$ cat src/rtl/seq_detect_pkg.sv
// Shared types and default widths for the serial pattern detection controller.
package seq_detect_pkg;

   localparam int unsigned DEF_PAT_W = 8;
   localparam int unsigned DEF_LEN_W = 4;
   localparam int unsigned DEF_CNT_W = 8;
   localparam int unsigned DEF_WIN_W = 16;

   typedef enum logic [1:0] {
      IDLE  = 2'd0,
      ARMED = 2'd1,
      DONE  = 2'd2
   } state_t;

endpackage

$ cat src/rtl/seq_match_core.sv
// Shift-register history with a fresh-bit counter and a length-masked pattern compare.
module seq_match_core #(
   parameter int unsigned PAT_W = 8,
   parameter int unsigned LEN_W = 4
) (
   input  logic             clk,
   input  logic             rst_b,
   input  logic             shift_en,
   input  logic             flush,
   input  logic             bit_in,
   input  logic [LEN_W-1:0] len,
   input  logic [PAT_W-1:0] pattern,
   output logic             match
);

   logic [PAT_W-1:0] hist;
   logic [PAT_W-1:0] cand;
   logic [LEN_W-1:0] seen;
   logic             seen_ok;
   logic             cmp_ok;

   assign cand    = {hist[PAT_W-2:0], bit_in};
   assign seen_ok = ((LEN_W+1)'(seen) + (LEN_W+1)'(1)) >= (LEN_W+1)'(len);

   // Only bit positions below len take part in the compare.
   always_comb begin
      cmp_ok = 1'b1;
      for (int i = 0; i < PAT_W; i++) begin
         if ((LEN_W'(i) < len) && (cand[i] != pattern[i])) begin
            cmp_ok = 1'b0;
         end
      end
   end

   assign match = shift_en && seen_ok && cmp_ok;

   always_ff @(posedge clk or negedge rst_b) begin
      if (!rst_b) begin
         hist <= '0;
         seen <= '0;
      end else if (flush) begin
         hist <= '0;
         seen <= '0;
      end else if (shift_en) begin
         hist <= cand;
         seen <= (seen == LEN_W'(PAT_W)) ? seen : seen + LEN_W'(1);
      end
   end

endmodule

$ cat src/rtl/seq_detect_ctrl.sv
// Serial pattern detection controller: config port, run FSM, hit and window counters.
module seq_detect_ctrl
   import seq_detect_pkg::*;
#(
   parameter int unsigned PAT_W = DEF_PAT_W,
   parameter int unsigned LEN_W = DEF_LEN_W,
   parameter int unsigned CNT_W = DEF_CNT_W,
   parameter int unsigned WIN_W = DEF_WIN_W
) (
   input  logic             clk,
   input  logic             rst_b,
   input  logic             cfg_valid,
   output logic             cfg_ready,
   input  logic [PAT_W-1:0] cfg_pattern,
   input  logic [LEN_W-1:0] cfg_len,
   input  logic             cfg_overlap,
   input  logic [CNT_W-1:0] cfg_target,
   input  logic [WIN_W-1:0] cfg_window,
   output logic             cfg_err,
   input  logic             start,
   input  logic             abort,
   input  logic             signal_in,
   output logic             busy,
   output logic             match_pulse,
   output logic [CNT_W-1:0] hit_cnt,
   output logic             done,
   output logic             timeout
);

   state_t           state;
   state_t           state_nx;
   logic [PAT_W-1:0] pat_q;
   logic [LEN_W-1:0] len_q;
   logic             ovl_q;
   logic [CNT_W-1:0] tgt_q;
   logic [WIN_W-1:0] win_q;
   logic [WIN_W-1:0] win_cnt;
   logic [CNT_W-1:0] hit_inc;
   logic             cfg_fire;
   logic             len_ok;
   logic             start_go;
   logic             step;
   logic             match;
   logic             tgt_hit;
   logic             win_exp;
   logic             core_flush;

   assign cfg_fire   = cfg_valid && cfg_ready;
   assign len_ok     = (cfg_len != '0) && (cfg_len <= LEN_W'(PAT_W));
   assign start_go   = (state != ARMED) && start && !abort;
   assign step       = (state == ARMED) && !abort;
   assign hit_inc    = (hit_cnt == '1) ? hit_cnt : hit_cnt + CNT_W'(1);
   assign tgt_hit    = match && (tgt_q != '0) &&
                       (((CNT_W+1)'(hit_cnt) + (CNT_W+1)'(1)) == (CNT_W+1)'(tgt_q));
   assign win_exp    = step && (win_q != '0) && ((win_cnt + WIN_W'(1)) == win_q);
   // Non-overlap mode restarts the history so the next hit needs len fresh bits.
   assign core_flush = start_go || (match && !ovl_q);

   seq_match_core #(
      .PAT_W (PAT_W),
      .LEN_W (LEN_W)
   ) u_core (
      .clk      (clk),
      .rst_b    (rst_b),
      .shift_en (step),
      .flush    (core_flush),
      .bit_in   (signal_in),
      .len      (len_q),
      .pattern  (pat_q),
      .match    (match)
   );

   // Abort wins over everything, including a coincident start.
   always_comb begin
      state_nx = state;
      if (abort) begin
         state_nx = IDLE;
      end else begin
         case (state)
            IDLE, DONE: if (start) state_nx = ARMED;
            ARMED:      if (tgt_hit || win_exp) state_nx = DONE;
            default:    state_nx = IDLE;
         endcase
      end
   end

   always_ff @(posedge clk or negedge rst_b) begin
      if (!rst_b) begin
         state       <= IDLE;
         pat_q       <= '0;
         len_q       <= LEN_W'(1);
         ovl_q       <= 1'b0;
         tgt_q       <= '0;
         win_q       <= '0;
         win_cnt     <= '0;
         cfg_ready   <= 1'b0;
         cfg_err     <= 1'b0;
         busy        <= 1'b0;
         match_pulse <= 1'b0;
         hit_cnt     <= '0;
         done        <= 1'b0;
         timeout     <= 1'b0;
      end else begin
         state       <= state_nx;
         cfg_ready   <= (state_nx != ARMED);
         busy        <= (state_nx == ARMED);
         cfg_err     <= cfg_fire && !len_ok;
         match_pulse <= match;
         done        <= tgt_hit || win_exp;

         if (cfg_fire && len_ok) begin
            pat_q <= cfg_pattern;
            len_q <= cfg_len;
            ovl_q <= cfg_overlap;
            tgt_q <= cfg_target;
            win_q <= cfg_window;
         end

         // hit_cnt and timeout are left alone on abort so software can read them back.
         if (start_go) begin
            hit_cnt <= '0;
            timeout <= 1'b0;
            win_cnt <= '0;
         end else if (step) begin
            win_cnt <= win_cnt + WIN_W'(1);
            if (match) hit_cnt <= hit_inc;
            if (tgt_hit || win_exp) timeout <= win_exp && !tgt_hit;
         end
      end
   end

endmodule
$ cat config.mk
export PLATFORM = sky130hd
export DESIGN_NAME = seq_detect_ctrl
export DESIGN_NICKNAME = d
export VERILOG_FILES = /design/src/rtl/seq_detect_pkg.sv /design/src/rtl/seq_match_core.sv /design/src/rtl/seq_detect_ctrl.sv
export SDC_FILE = /design/constraint.sdc
export NUM_CORES = 1
export LEC_CHECK = 0
export BUFFER_PORTS_ARGS = -buffer_cell sky130_fd_sc_hd__buf_4
export CAP_MARGIN = 20
export CELL_PAD_IN_SITES_DETAIL_PLACEMENT = 1
export CELL_PAD_IN_SITES_GLOBAL_PLACEMENT = 2
export CORE_MARGIN = 2
export CORE_UTILIZATION = 34
export CTS_CLUSTER_SIZE = 12
export DETAILED_ROUTE_END_ITERATION = 8
export GPL_TIMING_DRIVEN = 1
export PLACE_DENSITY = 0.78
export SLEW_MARGIN = 20
export SYNTH_ARGS = -nofsm -noshare
export SYNTH_HDL_FRONTEND = slang
export SYNTH_SLANG_ARGS = --single-unit
$ cat constraint.sdc
create_clock -name clk -period 2.1 [get_ports clk]
set_input_delay 0.105 -clock clk [delete_from_list [all_inputs] [get_ports clk]]
set_output_delay 0.105 -clock clk [all_outputs]
set_load 0.05 [all_outputs]
# --- Word level (Yosys, flattened, before mapping) ---
# Index checks and enable logic that the tools add are counted.
op_classes:
  eq_ne: 19
  add_sub_neg: 5
  order_cmp: 10
  mux: 26
  reduce_logical: 41
ops:
  columns: ["operator", "count"]
  rows:
  - ["two-way mux 16 bit", 2]
  - ["two-way mux 8 bit", 4]
  - ["logical AND 1 bit", 23]
  - ["adder 16 x 1 -> 16 bit, second input constant", 1]
  - ["equality test 16 bit", 1]
  - ["< comparator 3 x 4 -> 1 bit, first input constant", 4]
  - ["nonzero test 16 bit", 1]
  - ["two-way mux 7 bit", 2]
  - ["two-way mux 4 bit", 3]
  - ["two-way mux 1 bit", 11]
  - ["adder 8 x 1 -> 9 bit, second input constant", 1]
  - ["equality test 9 x 8 -> 1 bit", 1]
  - ["adder 8 x 1 -> 8 bit, second input constant", 1]
  - ["equality test 8 bit, second input constant", 1]
  - ["< comparator 1 x 4 -> 1 bit, first input constant", 2]
  - ["< comparator 2 x 4 -> 1 bit, first input constant", 2]
  - ["inequality test 1 bit", 8]
  - ["nonzero test 2 bit", 4]
  - ["nonzero test 8 bit", 1]
  - ["two-way mux 2 bit", 3]
  - ["adder 4 x 1 -> 5 bit, second input constant", 1]
  - [">= comparator 5 x 4 -> 1 bit", 1]
  - ["adder 4 x 1 -> 4 bit, second input constant", 1]
  - ["equality test 2 x 1 -> 1 bit, second input constant", 2]
  - ["other kinds (13)", 20]
word_totals:
  ff_bits: 80
  input_bits: 43

# --- Logic depth before layout (Yosys ltp) ---
logic_depth:
  word_depth: 18
  ltp_mapped: 10

# --- By module ---
# From an unflattened synthesis, not the netlist that was laid out.
unflattened:
  hier_cells: 448
  hier_area_um2: 4525.6
modules_own_cells:
  columns: ["module", "cells_each", "area_per_inst_um2", "seq_area_each_um2", "n_inst"]
  rows:
  - ["seq_detect_ctrl", 369, 3771.1, 1727.9, 1]
  - ["seq_match_core", 79, 754.5, 275.3, 1]

# --- Least setup slack after synthesis ---
# OpenSTA, ideal clock, no wires.
synth_path:
  path_kind: "register to register"
  from: "register hit_cnt[1]"
  to: "register cfg_ready"
  path_slack_ps: -417
  synth_period_minus_slack_ps: 2517
  stages_incl_launch_ff: 10
  setup_time_ps: 137
  t_required_ps: 1963
  arrival_ps: 2380
  path_cell_list: "dfrtp_1 -> ha_1 -> clkbuf_1 -> and4_1 -> a21boi_0 -> o221a_2 -> o211ai_1 -> nor2_1 -> a21oi_2 -> a21oi_1"
synth_between:
  elab_chain_len: 8
synth_rtl:
  columns: ["item", "line_no", "rtl"]
  rows:
  - ["start, declared", "seq_detect_ctrl.sv:25", "output logic [CNT_W-1:0] hit_cnt,"]
  - ["start signal, assigned", "seq_detect_ctrl.sv:126", "if (match) hit_cnt <= hit_inc;"]
  - ["adder 8 x 1 -> 9 bit", "seq_detect_ctrl.sv:54", "(((CNT_W+1)'(hit_cnt) + (CNT_W+1)'(1)) == (CNT_W+1)'(tgt_q));"]
  - ["equality test 9 x 8 -> 1 bit", "seq_detect_ctrl.sv:54", null]
  - ["logical AND 1 bit", "seq_detect_ctrl.sv:53", "assign tgt_hit = match && (tgt_q != '0) &&"]
  - ["logical OR 1 bit", "seq_detect_ctrl.sv:81", "ARMED: if (tgt_hit || win_exp) state_nx = DONE;"]
  - ["two-way mux 2 bit", "seq_detect_ctrl.sv:81", null]
  - ["one-hot mux 2 bit (2 select lines)", "seq_detect_ctrl.sv:79", "case (state)"]
  - ["two-way mux 2 bit", "seq_detect_ctrl.sv:76", "if (abort) begin"]
  - ["inequality test 2 x 1 -> 1 bit", "seq_detect_ctrl.sv:105", "cfg_ready <= (state_nx != ARMED);"]
  - ["end signal, assigned", "seq_detect_ctrl.sv:105", null]
  - ["end, declared", "seq_detect_ctrl.sv:13", "output logic cfg_ready,"]
# Every way passes these cells.
# A chain may end at the register's enable or synchronous reset.

# --- Final worst setup path ---
layout_path:
  from: "register u_core.seen[0]"
  to: "register hit_cnt[6]"
layout_between:
  elab_chain_len: 6
layout_rtl:
  columns: ["item", "line_no", "rtl"]
  rows:
  - ["start, declared", "seq_match_core.sv:18", "logic [LEN_W-1:0] seen;"]
  - ["start signal, assigned", "seq_match_core.sv:46", "seen <= (seen == LEN_W'(PAT_W)) ? seen : seen + LEN_W'(1);"]
  - ["adder 4 x 1 -> 5 bit", "seq_match_core.sv:23", "assign seen_ok = ((LEN_W+1)'(seen) + (LEN_W+1)'(1)) >= (LEN_W+1)'(len);"]
  - [">= comparator 5 x 4 -> 1 bit", "seq_match_core.sv:23", null]
  - ["logical AND 1 bit (2 in a row)", "seq_match_core.sv:35", "assign match = shift_en && seen_ok && cmp_ok;"]
  - ["nonzero test 2 bit (no source line)", null, null]
  - ["AND reduction 3 bit (no source line)", null, null]
# Every way passes these cells.

==> metrics <==
met3 Resource Use GR=0.0333; Initial Util=0.350; port buffer count=56; wire per inst=between 15 and 20 um; crit end category=flip-flop; Slew Limit Fails=0; Slowest cell on crit path=dfrtp_1; busiest grt layer=met2; Final #Nets=around 650; met1 GRT Util=0.247; CP bufs+invs=2; placed insts=709; first-pass GRT wire length=21.3 mm; drt pass-1 iters=4; final core occ=0.511; Total Routing Usage GR=0.191; #FFs+latches synth=80; Final Cycle Share=1.09; DRT iter0 DRCs=~210; Mapped Area=4430 um^2; Slew @ Worst Pin=~0.57 ns; Worst path max stage delay=approximately 0.39 ns; maximum VDD drop=0.448 mV; remaining global-route overflow=0; total CTS buffers=9; Synth Net Count=between 400 and 500; Layout area overhead=46.2%; Final Skew=0.00658 ns; failing checks=setup timing; largest net degree at the start of global routing=40; Filler cells=roughly 1400; post-route worst setup slack=-0.196 ns; Worst path most repeated cell=ha_1; number of top-level pins=57; Via density=5.13; Slew headroom=0.621; biggest area consumer among synthesized cells=dfrtp_1; P_leak=0.00286 uW; Synth top area share=0.446; Root Buffer=clkbuf_16; Worst EP required=2.33 ns; top achievable clock speed=between 400 and 500 MHz; met2 usage=0.320; share of cells above drive strength 1=0.390; drt drc=0; Post-DRT Antenna Nets=0; Cell Chain, Critical Path=inv_1, ha_1, ha_1, a211oi_1, o22ai_1, nand3_2, a311oi_4, buf_4, and3_1, a221o_1; via count=roughly 4000; Die Ht=118 um; number of synthesized flops with an enable pin=0; Startpoint Class=flip-flop; clk buf depth=2; Routed WL=~13 mm; vias in the first global route=~4300; core area=12700 um^2; post-place setup slack=-0.236 ns; Max Cap Viol=0; area of the die=~14000 um^2; clk_lat worst skew=approximately 0.35 ns; status=finished with violations; ANT cells=0; Hold Crit Class=input pin to flip-flop; Synth Flop Type=dfrtp_1; die width=118 um; worst reg2reg setup slack=-0.20 ns; CP max FO=5; post-synthesis cell type count=just under 60; Finished Layout Cells=a little under 800; Synth Instances=roughly 440; crit-path leading delay family=compound AO/OA/AOI/OAI gates; min cycle time layout=between 2 and 2.5 ns; CTS tree=yes; kind of critical path=flip-flop to flip-flop; endpoints failing setup=25; pwr dens=818 nW/um^2; final hold viol count=0; Detailed Place HPWL=about 9 mm; H-Tree Level Count=3; initial antenna violation count=0; Yosys Warn Count=0; sequential-to-total area share from yosys stat=0.452; asr flop ratio synth=1.00; CTS sink count=80; row cnt=41; mean area per synthesized cell=around 10 um^2; synth top area cells=dfrtp_1 45%, mux2_2 8.9%, xnor2_1 5.1%; crit path DAT=approximately 2.5 ns; Worst-path clk slew=around 0.06 ns; routability cong.=slightly above 0.8; RSZ-0062 raised after global routing=true
worst reg2reg max path, cell delays in order, from the launching register on:
cell and delay (ns):
dfrtp_1 0.39, inv_1 0.06, ha_1 0.32, ha_1 0.28, a211oi_1 0.20, o22ai_1 0.13
nand3_2 0.12, a311oi_4 0.05, buf_4 0.19, and3_1 0.18, a221o_1 0.26
per-stage QoR:
| step | area [um^2] | hold WS (ns) | power, uW | setup TNS [ns] |
|---|---|---|---|---|
| after floorplan | 4490 | -0.191 | 2930 | -0.375 |
| after global placement | 5560 | 0.139 | 3460 | -2.57 |
| after detailed placement | 5560 | 0.136 | 3530 | -3.84 |
| after CTS | 6290 | 0.000691 | 5320 | -3.78 |
| after global routing | 6480 | 0.00119 | 5590 | -6.70 |
| final | 6480 | 0.0127 | 5300 | -3.00 |
repair_timing:
action                                  in CTS  in global routing
cloned                                       0                  0
setup buffers                                2                 11
endpoints found under the hold margin       71                  0
resized for setup                           16                 28
pin swaps                                    5                 12
endpoints found under the setup margin      25                 26
hold buffers                                36                  0
synthesized netlist by cell type (2+ instances only):
library cell	n
and2_1	5
and3_1	3
a21oi_1	10
nor2b_1	3
xnor2_1	26
o41ai_1	3
a31oi_1	9
o211ai_1	2
a21boi_0	3
nor3b_1	3
nor4_1	14
o22ai_1	4
dfrtp_1	79
or3b_2	2
a311oi_1	2
a22o_1	8
o21ai_0	40
ha_1	8
mux2_2	35
o221a_2	2
buf_1	2
nor3_1	5
inv_1	17
nand2_1	25
nand4_1	8
a21o_1	4
xor2_1	16
clkbuf_1	16
and4_1	4
o221ai_1	2
nand2b_1	6
nand3_1	11
a2111oi_0	2
buf_2	3
a221o_1	3
nor2_1	29
report_power, final:
| group | internal [uW] | switching, uW |
|---|---|---|
| Combinational | 831 | 698 |
| Clock | 1070 | 620 |
| Sequential | 1800 | 273 |
worst paths after layout:
check	from	end	cells past startpoint
worst max register to register	u_core.seen[0]	hit_cnt[6]	10
worst min register to register	win_cnt[9]	win_cnt[9]	1
min in group asynchronous	rst_b	hit_cnt[5]	2
max in group asynchronous	rst_b	u_core.hist[0]	3
worst min-delay path	cfg_pattern[4]	pat_q[4]	2
worst max-delay path	u_core.seen[0]	hit_cnt[6]	10
flip-flops by register name, indices dropped and copies added (netlist names):
signal	cells
win_q	16
hit_cnt	8
tgt_q	8
state	2
len_q	4
busy	1
win_cnt	16
u_core.seen	4
cfg_ready	1
pat_q	8
u_core.hist	7
match_pulse	1
cfg_err	1
timeout	1
ovl_q	1
done	1
per-layer routing:
layer	vias to the layer above	wire, um	share of wire
li1	1914	-	-
met3	17	345	0.027
met4	0	218	0.017
met5	-	0	0
met1	1989	6010	0.46
met2	53	6390	0.49
cell type report:
class                      count  area, um^2  area share
timing repair buffer         172        1420       0.219
sequential                    80        2020       0.312
inverter                      17        63.8     0.00985
clock inverter                 3        65.1      0.0100
multi-input combinational    317        2450       0.378
tap                          172         215      0.0332
clock buffer                  13         250      0.0386
cells in the final DEF, fill, tap and decap left out, types with 3 or more instances in the layout:
cell	Yosys	final
buf_4	1	131
dfrtp_1	79	67
dlygate4sd3_1	0	36
mux2_2	35	35
o21ai_0	40	34
nor2_1	29	27
xnor2_1	26	25
nand2_1	25	25
inv_1	17	16
xor2_1	16	16
dfrtp_2	0	12
a31oi_1	9	9
a21oi_1	10	9
nand3_1	11	9
nor4_1	14	9
clkbuf_16	0	9
nand4_1	8	8
a22o_1	8	8
nand2b_1	6	5
o21ai_1	0	5
ha_1	8	5
o22ai_1	4	4
a21o_1	4	4
and2_1	5	4
nor4_2	0	4
a221o_1	3	3
nor3_1	5	3
and4_1	4	3
and3_1	3	3
o41ai_1	3	3
clkbuf_1	16	3
buf_6	0	3
cell families after synthesis:
| family | after synthesis | synth area share |
|---|---|---|
| buffers and inverters | 39 | 0.0347 |
| adder cells (fa/ha/maj) | 8 | 0.0226 |
| AND/OR/NAND/NOR | 128 | 0.158 |
| XOR/XNOR | 42 | 0.0831 |
| flip-flops | 80 | 0.452 |
| multiplexers | 36 | 0.0912 |
| AO/OA/AOI/OAI | 103 | 0.158 |
Note: power is estimated with default switching activity, not from simulation.
